<file path="src/rtl/ysyx_23060203_ifu_fetch.sv">
// Instruction fetch unit: issues one word read at a time, buffers the returned
// instruction for decode, predicts the next PC (backward branches taken) and
// handles backend/decode redirects, including dropping an in-flight response.
module ysyx_23060203_ifu_fetch #(
  parameter logic [31:0] RESET_PC = 32'h3000_0000
) (
  input  logic        clock,
  input  logic        reset,
  input  logic        flush,
  input  logic [31:0] flush_dnpc,
  input  logic        jump_flush,
  input  logic [31:0] jump_dnpc,
  output logic        mem_req_valid,
  input  logic        mem_req_ready,
  output logic [31:0] mem_req_addr,
  input  logic        mem_resp_valid,
  input  logic [31:0] mem_resp_data,
  output logic        out_valid,
  input  logic        out_ready,
  output logic [31:0] out_pc,
  output logic [31:0] out_inst
);

  localparam logic [1:0] S_REQ  = 2'd0;
  localparam logic [1:0] S_WAIT = 2'd1;
  localparam logic [1:0] S_HOLD = 2'd2;

  logic [1:0]  state, state_n;
  logic [31:0] fetch_pc, fetch_pc_n;
  logic [31:0] next_pc, next_pc_n;
  logic        drop, drop_n;
  logic [31:0] out_pc_n, out_inst_n;

  logic        redirect;
  logic [31:0] redirect_pc;
  logic [31:0] imm_b;
  logic [31:0] pred_pc;

  // Redirect selection and static prediction of the returned instruction
  always_comb begin
    redirect    = flush | jump_flush;
    redirect_pc = flush ? flush_dnpc : jump_dnpc;
    imm_b       = {{20{mem_resp_data[31]}}, mem_resp_data[7],
                   mem_resp_data[30:25], mem_resp_data[11:8], 1'b0};
    if ((mem_resp_data[6:2] == 5'b11000) && mem_resp_data[31])
      pred_pc = fetch_pc + imm_b;
    else
      pred_pc = fetch_pc + 32'd4;
  end

  // Next-state logic; a redirect always retargets fetch_pc
  always_comb begin
    state_n    = state;
    fetch_pc_n = fetch_pc;
    next_pc_n  = next_pc;
    drop_n     = drop;
    out_pc_n   = out_pc;
    out_inst_n = out_inst;
    case (state)
      S_REQ: begin
        if (redirect) fetch_pc_n = redirect_pc;
        if (mem_req_ready) begin
          state_n = S_WAIT;
          drop_n  = redirect;
        end
      end
      S_WAIT: begin
        if (redirect) begin
          fetch_pc_n = redirect_pc;
          if (mem_resp_valid) begin
            state_n = S_REQ;
            drop_n  = 1'b0;
          end else begin
            drop_n  = 1'b1;
          end
        end else if (mem_resp_valid) begin
          if (drop) begin
            state_n = S_REQ;
            drop_n  = 1'b0;
          end else begin
            state_n    = S_HOLD;
            out_pc_n   = fetch_pc;
            out_inst_n = mem_resp_data;
            next_pc_n  = pred_pc;
          end
        end
      end
      S_HOLD: begin
        if (redirect) begin
          fetch_pc_n = redirect_pc;
          state_n    = S_REQ;
        end else if (out_ready) begin
          fetch_pc_n = next_pc;
          state_n    = S_REQ;
        end
      end
      default: state_n = S_REQ;
    endcase
  end

  // State and datapath registers, synchronous reset
  always_ff @(posedge clock) begin
    if (reset) begin
      state    <= S_REQ;
      fetch_pc <= RESET_PC;
      next_pc  <= 32'd0;
      drop     <= 1'b0;
      out_pc   <= 32'd0;
      out_inst <= 32'd0;
    end else begin
      state    <= state_n;
      fetch_pc <= fetch_pc_n;
      next_pc  <= next_pc_n;
      drop     <= drop_n;
      out_pc   <= out_pc_n;
      out_inst <= out_inst_n;
    end
  end

  // Handshake outputs decode the state; masked while reset is held so the
  // first request appears in the first cycle after release
  always_comb begin
    mem_req_valid = (state == S_REQ) & ~reset;
    out_valid     = (state == S_HOLD) & ~reset;
    mem_req_addr  = fetch_pc;
  end

endmodule

</file>
<file path="config.mk">
export PLATFORM = sky130hd
export DESIGN_NAME = ysyx_23060203_ifu_fetch
export DESIGN_NICKNAME = d
export VERILOG_FILES = /design/src/rtl/ysyx_23060203_ifu_fetch.sv
export SDC_FILE = /design/constraint.sdc
export NUM_CORES = 1
export LEC_CHECK = 0
export BUFFER_PORTS_ARGS = -buffer_cell sky130_fd_sc_hd__buf_2
export CORE_MARGIN = 2
export CORE_UTILIZATION = 54
export CTS_CLUSTER_DIAMETER = 30
export DETAILED_ROUTE_END_ITERATION = 6
export PLACE_DENSITY = 0.85
export SKIP_LAST_GASP = 1
export SYNTH_ARGS = -nofsm -noshare
export SYNTH_HDL_FRONTEND = slang
export SYNTH_SLANG_ARGS = --single-unit
</file>
<file path="constraint.sdc">
create_clock -name clock -period 3.5 [get_ports clock]
set_clock_uncertainty 0.1 [all_clocks]
set_input_delay 0.175 -clock clock [delete_from_list [all_inputs] [get_ports clock]]
set_output_delay 0.175 -clock clock [all_outputs]
set_load 0.01 [all_outputs]
</file>
==> metrics.csv, run 1 <==
stage,metric,value,unit
synth,async_reset_ff_share,0,%
cts,clk_pin_slew,0.06,ns
synth,synth_edf_count,0,
layout,final_nets,1327,
cts,cts_tree,yes,
cts,htree_levels,4,
drt,drcViolationCount,0,
drt,ant_nets,0,
global_route,grt_pass1_wl,36600,um
critical_path,critPathKind,input pin to flop,
cts,clock_sinks,130,
layout,diodes,0,
power,powerDensity,423,nW/um2
timing,final.period_utilization,89.3,%
synth,synth_top_flop_cell,dfxtp_1,
global_route,grt_pass1_vias,7525,
synth,synthCells,997,
critical_path,cp-start-kind,input pin,
floorplanning,die_width,122,um
floorplanning,start_util,55.0,%
synth,netlist_area,7580,um2
critical_path,endpoint_kind,flop,
drt,routed_wl,23600,um
layout,drive_gt1_share,21.6,%
power,power.leakage,4.30,nW
synth,synth.avg_cell_area,7.60,um2
global_route,grt_use_total,30.9,%
timing,fmax,320,MHz
timing,rsz0062_at_grt,no,
drt,drtPass1Iterations,6,
placed_design,hpwl,15300,um
timing,final_hold_viol_count,0,
drt,via_per_inst,6.00,
power,seqPwrFrac,39.2,%
power,ir_worst_vdd,379,uV
cts,cts_buffer_depth,2,
critical_path,crit_required,3.75,ns
drt,wl_per_cell,17.0,um
power,pwr-share-clk,44.2,%
synth,yosys_warnings,0,
power,combPwrFrac,16.6,%
cts,cts_resized,0,
power,p_int,2.92,mW
synth,synth_fp_nets,1132,
synth,ys_seq_elements,130,
global_route,grt_max_degree,77,
placed_design,io_buffers,200,
run,maxCapViolations,0,
power,p_switching,1.13,mW
timing,finalCriticalPeriod,3.13,ns
synth,yosysUniqueCellTypes,66,
cts,cts_buffers,17,
timing,tightest_slew,0.723,ns
timing,relSlewSlack,51.8,%
timing,setup-tns-final,0,ns
global_route,grt-ovfl-total,0,
drt,dr_total_vias,8310,
global_route,antenna_found_initial,0,
outcome,status,finished clean,
floorplanning,io_pins,201,
drt,drt_iter0_drc,803,
synth,yosysSeqAreaShare,34.3,%
cts,clock_latency,0.42,ns
layout,area_growth,26.4,%
floorplanning,core_area,13800,um2
cts,clock_tree.root_cell,clkbuf_16,
power,switching_share,27.9,%
timing,slew_violations,0,
layout,final_core_utilization,69.6,%
floorplanning,design.die.area,15000,um2
critical_path,crit_arrival,3.38,ns
timing,setup_viol,0,
hold_path,worstHoldPathType,input pin to flop,
placed_design,place.gp.congestion,0.949,
critical_path,crit_path_max_fanout,3,
floorplanning,die_h,122,um
floorplanning,rows,43,
metrics by stage:
stage,area [um2],hold WS [ns],power (mW),worst slack [ns],instances
after global placement,8650,0.316,2.23,0.636,1319
after global routing,9580,0.119,4.21,0.230,1384
final,9580,0.0862,4.06,0.374,1384
after detailed placement,8650,0.321,2.24,0.476,1319
after floorplan,7580,0.211,2.04,0.701,997
after CTS,9580,0.0704,4.04,0.459,1384
worst max-delay path: stages:
cell and delay, ns:
dlygate4sd3_1 0.54, buf_2 0.15, ha_1 0.20, inv_1 0.07
fa_1 0.39, and2b_1 0.30, o21bai_4 0.09, a211oi_2 0.38
o211ai_2 0.19, a2111oi_4 0.39, nor4_1 0.10, o311a_1 0.31
nor3_2 0.09
flip-flops by register name (all words and copies together), names as in the netlist:
register / flops
drop: 1
mem_req_addr: 32
next_pc: 31
out_inst: 32
out_pc: 32
state: 2
cell usage after synthesis (2+ instances only):
master       n  area share [%]
nor2_1      98             4.9
o21ai_1      2            0.13
a311oi_1     2            0.23
nor3_1      16             1.1
a31oi_1      2            0.17
a21o_1      24             2.4
clkbuf_1    52             2.6
a21oi_1    145             9.6
a21boi_0     2            0.20
o21a_1       2            0.20
a22oi_1      2            0.20
o211ai_1    19             1.9
o32a_1       2            0.26
dfxtp_1    130              34
and4_1       4            0.46
or4_1        2            0.20
nor4_1       4            0.33
o21bai_1     2            0.20
nand2_1    190             9.4
buf_1       11            0.54
nor2b_1      3            0.25
nand3b_1     3            0.30
o21ai_0     27             1.8
and3_1      11            0.91
nand4_1      8            0.66
a211oi_1    37             3.7
mux2i_1     34             4.5
ha_1        31             5.1
o2111a_1     2            0.30
xor2_1      18             2.1
or3_1        8            0.66
o2111ai_1    4            0.46
xnor2_1     21             2.4
nor3_2       2            0.26
nand3_1     26             1.7
and2_1       5            0.41
buf_2        6            0.40
inv_1        9            0.45
o211a_1      2            0.26
buf_4        2            0.20
a21oi_2      2            0.23
layer usage:
metal | global-route usage (%) | part of all wire (%)
met2 | 51.2 | 48
met5 | 0 | 0
met4 | 16.5 | 4.6
met3 | 6.27 | 8.5
met1 | 37.6 | 39
path summary, 6_finish.rpt:
path | from | to | slack (ns) | cells past startpoint
setup / recovery | mem_resp_data[8] | next_pc[23] | 0.37 | 13
hold / removal | mem_resp_valid | drop | 0.09 | 3
setup reg to reg | mem_req_addr[2] | next_pc[23] | 0.39 | 10
hold reg to reg | out_pc[5] | out_pc[5] | 0.35 | 2
cell type report:
class | instances | area (um2)
clock buffers | 21 | 470
clock inverters | 10 | 124
fillers | 1097 | 4190
inverters | 9 | 33.8
multi-input cells | 787 | 4670
flip-flops and latches | 130 | 2600
well taps | 180 | 225
repair buffers | 247 | 1450
logic make-up (layout without fill, tap and decap cells):
| logic type | Yosys count | count (layout) | share of synthesized area, % |
|---|---|---|---|
| adders and majority gates | 32 | 32 | 5.38 |
| muxes | 34 | 34 | 4.49 |
| buffers and inverters | 80 | 287 | 4.16 |
| and+or+nand+nor | 388 | 388 | 22.3 |
| xor gates and xnor gates | 39 | 39 | 4.51 |
| AOI/OAI and AO/OA | 294 | 294 | 24.8 |
| DFF | 130 | 130 | 34.3 |
power by group through the flow:
stage / sequential [mW] / clock (mW) / combinational, mW
global route: 1.60 / 1.88 / 0.735
finish: 1.59 / 1.79 / 0.675
global placement: 1.62 / 0 / 0.609
CTS: 1.59 / 1.79 / 0.660
detailed placement: 1.62 / 0 / 0.625
floorplan: 1.62 / 0 / 0.421
cell usage in the layout, fill, tap and decap left out, types with 3 or more instances in the layout:
master	count
or3_1	8
a211oi_1	37
xor2_1	18
clkbuf_8	3
nand3b_1	3
a21oi_1	145
buf_4	13
nor3_1	16
clkbuf_16	17
and3_1	11
nor4_1	3
dlygate4sd3_1	34
and4_1	4
ha_1	31
nand3_1	26
nor2_1	98
dfxtp_1	130
o211ai_1	19
and2_1	5
a21o_1	24
xnor2_1	21
o21ai_0	27
o2111ai_1	4
mux2i_1	34
nand4_1	8
inv_1	9
nor2b_1	3
buf_2	199
inv_6	3
nand2_1	190
repair_timing:
action                                  in CTS  in global routing
endpoints found under the hold margin       33                  0
endpoints found under the setup margin       0                  0
setup buffers                                0                  0
hold buffers                                34                  0
Power figures use the tool's default switching activity.
==> run 2, diff against run 1 <==
--- a/config.mk
+++ b/config.mk
@@ -5,12 +5,12 @@
 export SDC_FILE = /design/constraint.sdc
 export NUM_CORES = 1
 export LEC_CHECK = 0
-export BUFFER_PORTS_ARGS = -buffer_cell sky130_fd_sc_hd__buf_2
 export CORE_MARGIN = 2
-export CORE_UTILIZATION = 54
+export CORE_UTILIZATION = 53
 export CTS_CLUSTER_DIAMETER = 30
 export DETAILED_ROUTE_END_ITERATION = 6
-export PLACE_DENSITY = 0.85
+export DONT_BUFFER_PORTS = 1
+export PLACE_DENSITY = 0.71
 export SKIP_LAST_GASP = 1
 export SYNTH_ARGS = -nofsm -noshare
 export SYNTH_HDL_FRONTEND = slang
==> run 2 against run 1 <==
Net effect:
- largest power group unchanged
- via count decreased by 14%
- worst setup slack better by 0.035 ns
- maximum frequency up 1.1%
- first-iteration DRC count decreased by 23%
- count of clock-buffer cells in the layout stayed put
- final cell count fell by 14%
- register-to-register slack better by 0.02 ns
- routed wire length shrank 9.9%
- highest routed layer unchanged
- flip-flop and latch count unchanged
==> metrics.csv, run 2 (synthesis results as in run 1) <==
stage,metric,value,unit
timing,finalCriticalPeriod,3.09,ns
timing,setup-tns-final,0,ns
drt,routed_wl,21200,um
power,ir_worst_vdd,311,uV
cts,htree_levels,4,
drt,ant_nets,0,
timing,whs,0.0113,ns
cts,cts_setup_buffers,0,
cts,cts_resized,0,
placed_design,placed_cells,1125,
floorplanning,design.die.area,15300,um2
critical_path,cp_num_buf_inv,1,
critical_path,cp-start-kind,flop,
critical_path,path_cells,"ha_1, inv_1, fa_1, and2b_1, o21bai_4, a211oi_2, o211ai_2, a2111oi_4, nor4_1, o311a_1, nor3_2",
critical_path,max_stage_delay,0.46,ns
critical_path,crit_family,compound AO/OA/AOI/OAI gates,
global_route,grt-ovfl-total,0,
placed_design,io_buffers,0,
floorplanning,die_h,124,um
global_route,grt_use_total,27.7,%
layout,area_growth,14.0,%
layout,fill_cells,1239,
outcome,status,finished clean,
drt,via_per_inst,5.96,
timing,final_hold_viol_count,0,
timing,final.period_utilization,88.3,%
global_route,grt_pass1_wl,33000,um
critical_path,endpoint_kind,flop,
power,powerDensity,449,nW/um2
cts,clock_tree.root_cell,clkbuf_16,
timing,setup_viol,0,
drt,drcViolationCount,0,
floorplanning,rows,43,
layout,layout_common_cells,"190 x nand2_1, 145 x a21oi_1, 130 x dfxtp_1",
layout,seqCellArea,2600,um2
layout,drive_gt1_share,6.71,%
critical_path,crit_required,3.75,ns
cts,cts_buffer_depth,2,
timing,fmax,324,MHz
timing,tightest_slew,0.873,ns
layout,final_nets,1136,
cts,clock_latency,0.43,ns
drt,wl_per_cell,17.8,um
power,finalPower,3.88,mW
critical_path,critPathKind,flop to flop,
drt,drt_iter0_drc,619,
cts,ctsHoldBuffers,37,
timing,slew_violations,0,
critical_path,crit_path_max_fanout,5,
timing,rsz0062_at_grt,no,
cts,cts_buffers,17,
drt,drtPass1Iterations,5,
global_route,antenna_found_initial,0,
power,power.leakage,3.40,nW
cts,clock_sinks,130,
placed_design,hpwl,14100,um
global_route,grt_max_degree,126,
timing,relSlewSlack,41.8,%
global_route,grt_pass1_vias,6371,
layout,multiInputGateArea,4670,um2
layout,fin_cells,1194,
drt,dr_total_vias,7115,
critical_path,critPathSlowestCell,dfxtp_1,
floorplanning,io_pins,201,
floorplanning,core_area,13900,um2
hold_path,worstHoldPathType,input pin to flop,
run,maxCapViolations,0,
layout,final_common_cell,nand2_1,
layout,diodes,0,
cts,cts_tree,yes,
cts,clk_pin_slew,0.06,ns
critical_path,crit_arrival,3.34,ns
placed_design,place.gp.congestion,0.913,
floorplanning,start_util,54.4,%
floorplanning,die_width,124,um
==> run 2: worst paths after layout <==
check | cells after the start | slack, ns | startpoint | to
setup reg to reg | 11 | 0.41 | mem_req_addr[1] | next_pc[23]
hold reg to reg | 2 | 0.35 | next_pc[11] | next_pc[11]
hold / removal | 3 | 0.01 | jump_flush | drop
setup / recovery | 11 | 0.41 | mem_req_addr[1] | next_pc[23]
==> run 2: power by group <==
group / switching (mW) / internal [mW] / total [mW] / leakage (nW)
clock: 0.681 / 1.03 / 1.72 / 0.268
combinational: 0.323 / 0.245 / 0.568 / 2.08
sequential: 0.0743 / 1.52 / 1.60 / 1.06
==> run 2: stage by stage <==
stage               setup WS, ns  util, %  area (um2)
CTS                        0.414     62.0        8640
finish                     0.409     62.0        8640
global placement           0.524     55.1        7680
detailed placement         0.443     55.1        7680
floorplan                  0.701        -        7580
global route               0.198     62.0        8640
==> run 2: layer usage <==
metal  GRT usage [%]  routed length [um]  vias up
met5               0                   0        -
met4            9.59                 599        0
met3            8.29                1650       42
met2            43.2                9610      270
met1            36.5                9360     3247
li1                -                   -     3556
==> run 2: worst min-delay path, cell delays in order <==
cell and delay, ns:
nor3_1 0.02, a21oi_1 0.13, o2111a_1 0.17
==> run 2: cell type report <==
type                            count  share of cell area [%]
Clock buffer                       21                    5.44
Clock inverter                     11                    1.20
Inverter                            9                   0.391
Multi-Input combinational cell    787                    54.1
Sequential cell                   130                    30.1
Tap cell                          180                    2.61
Timing Repair Buffer               56                    6.14
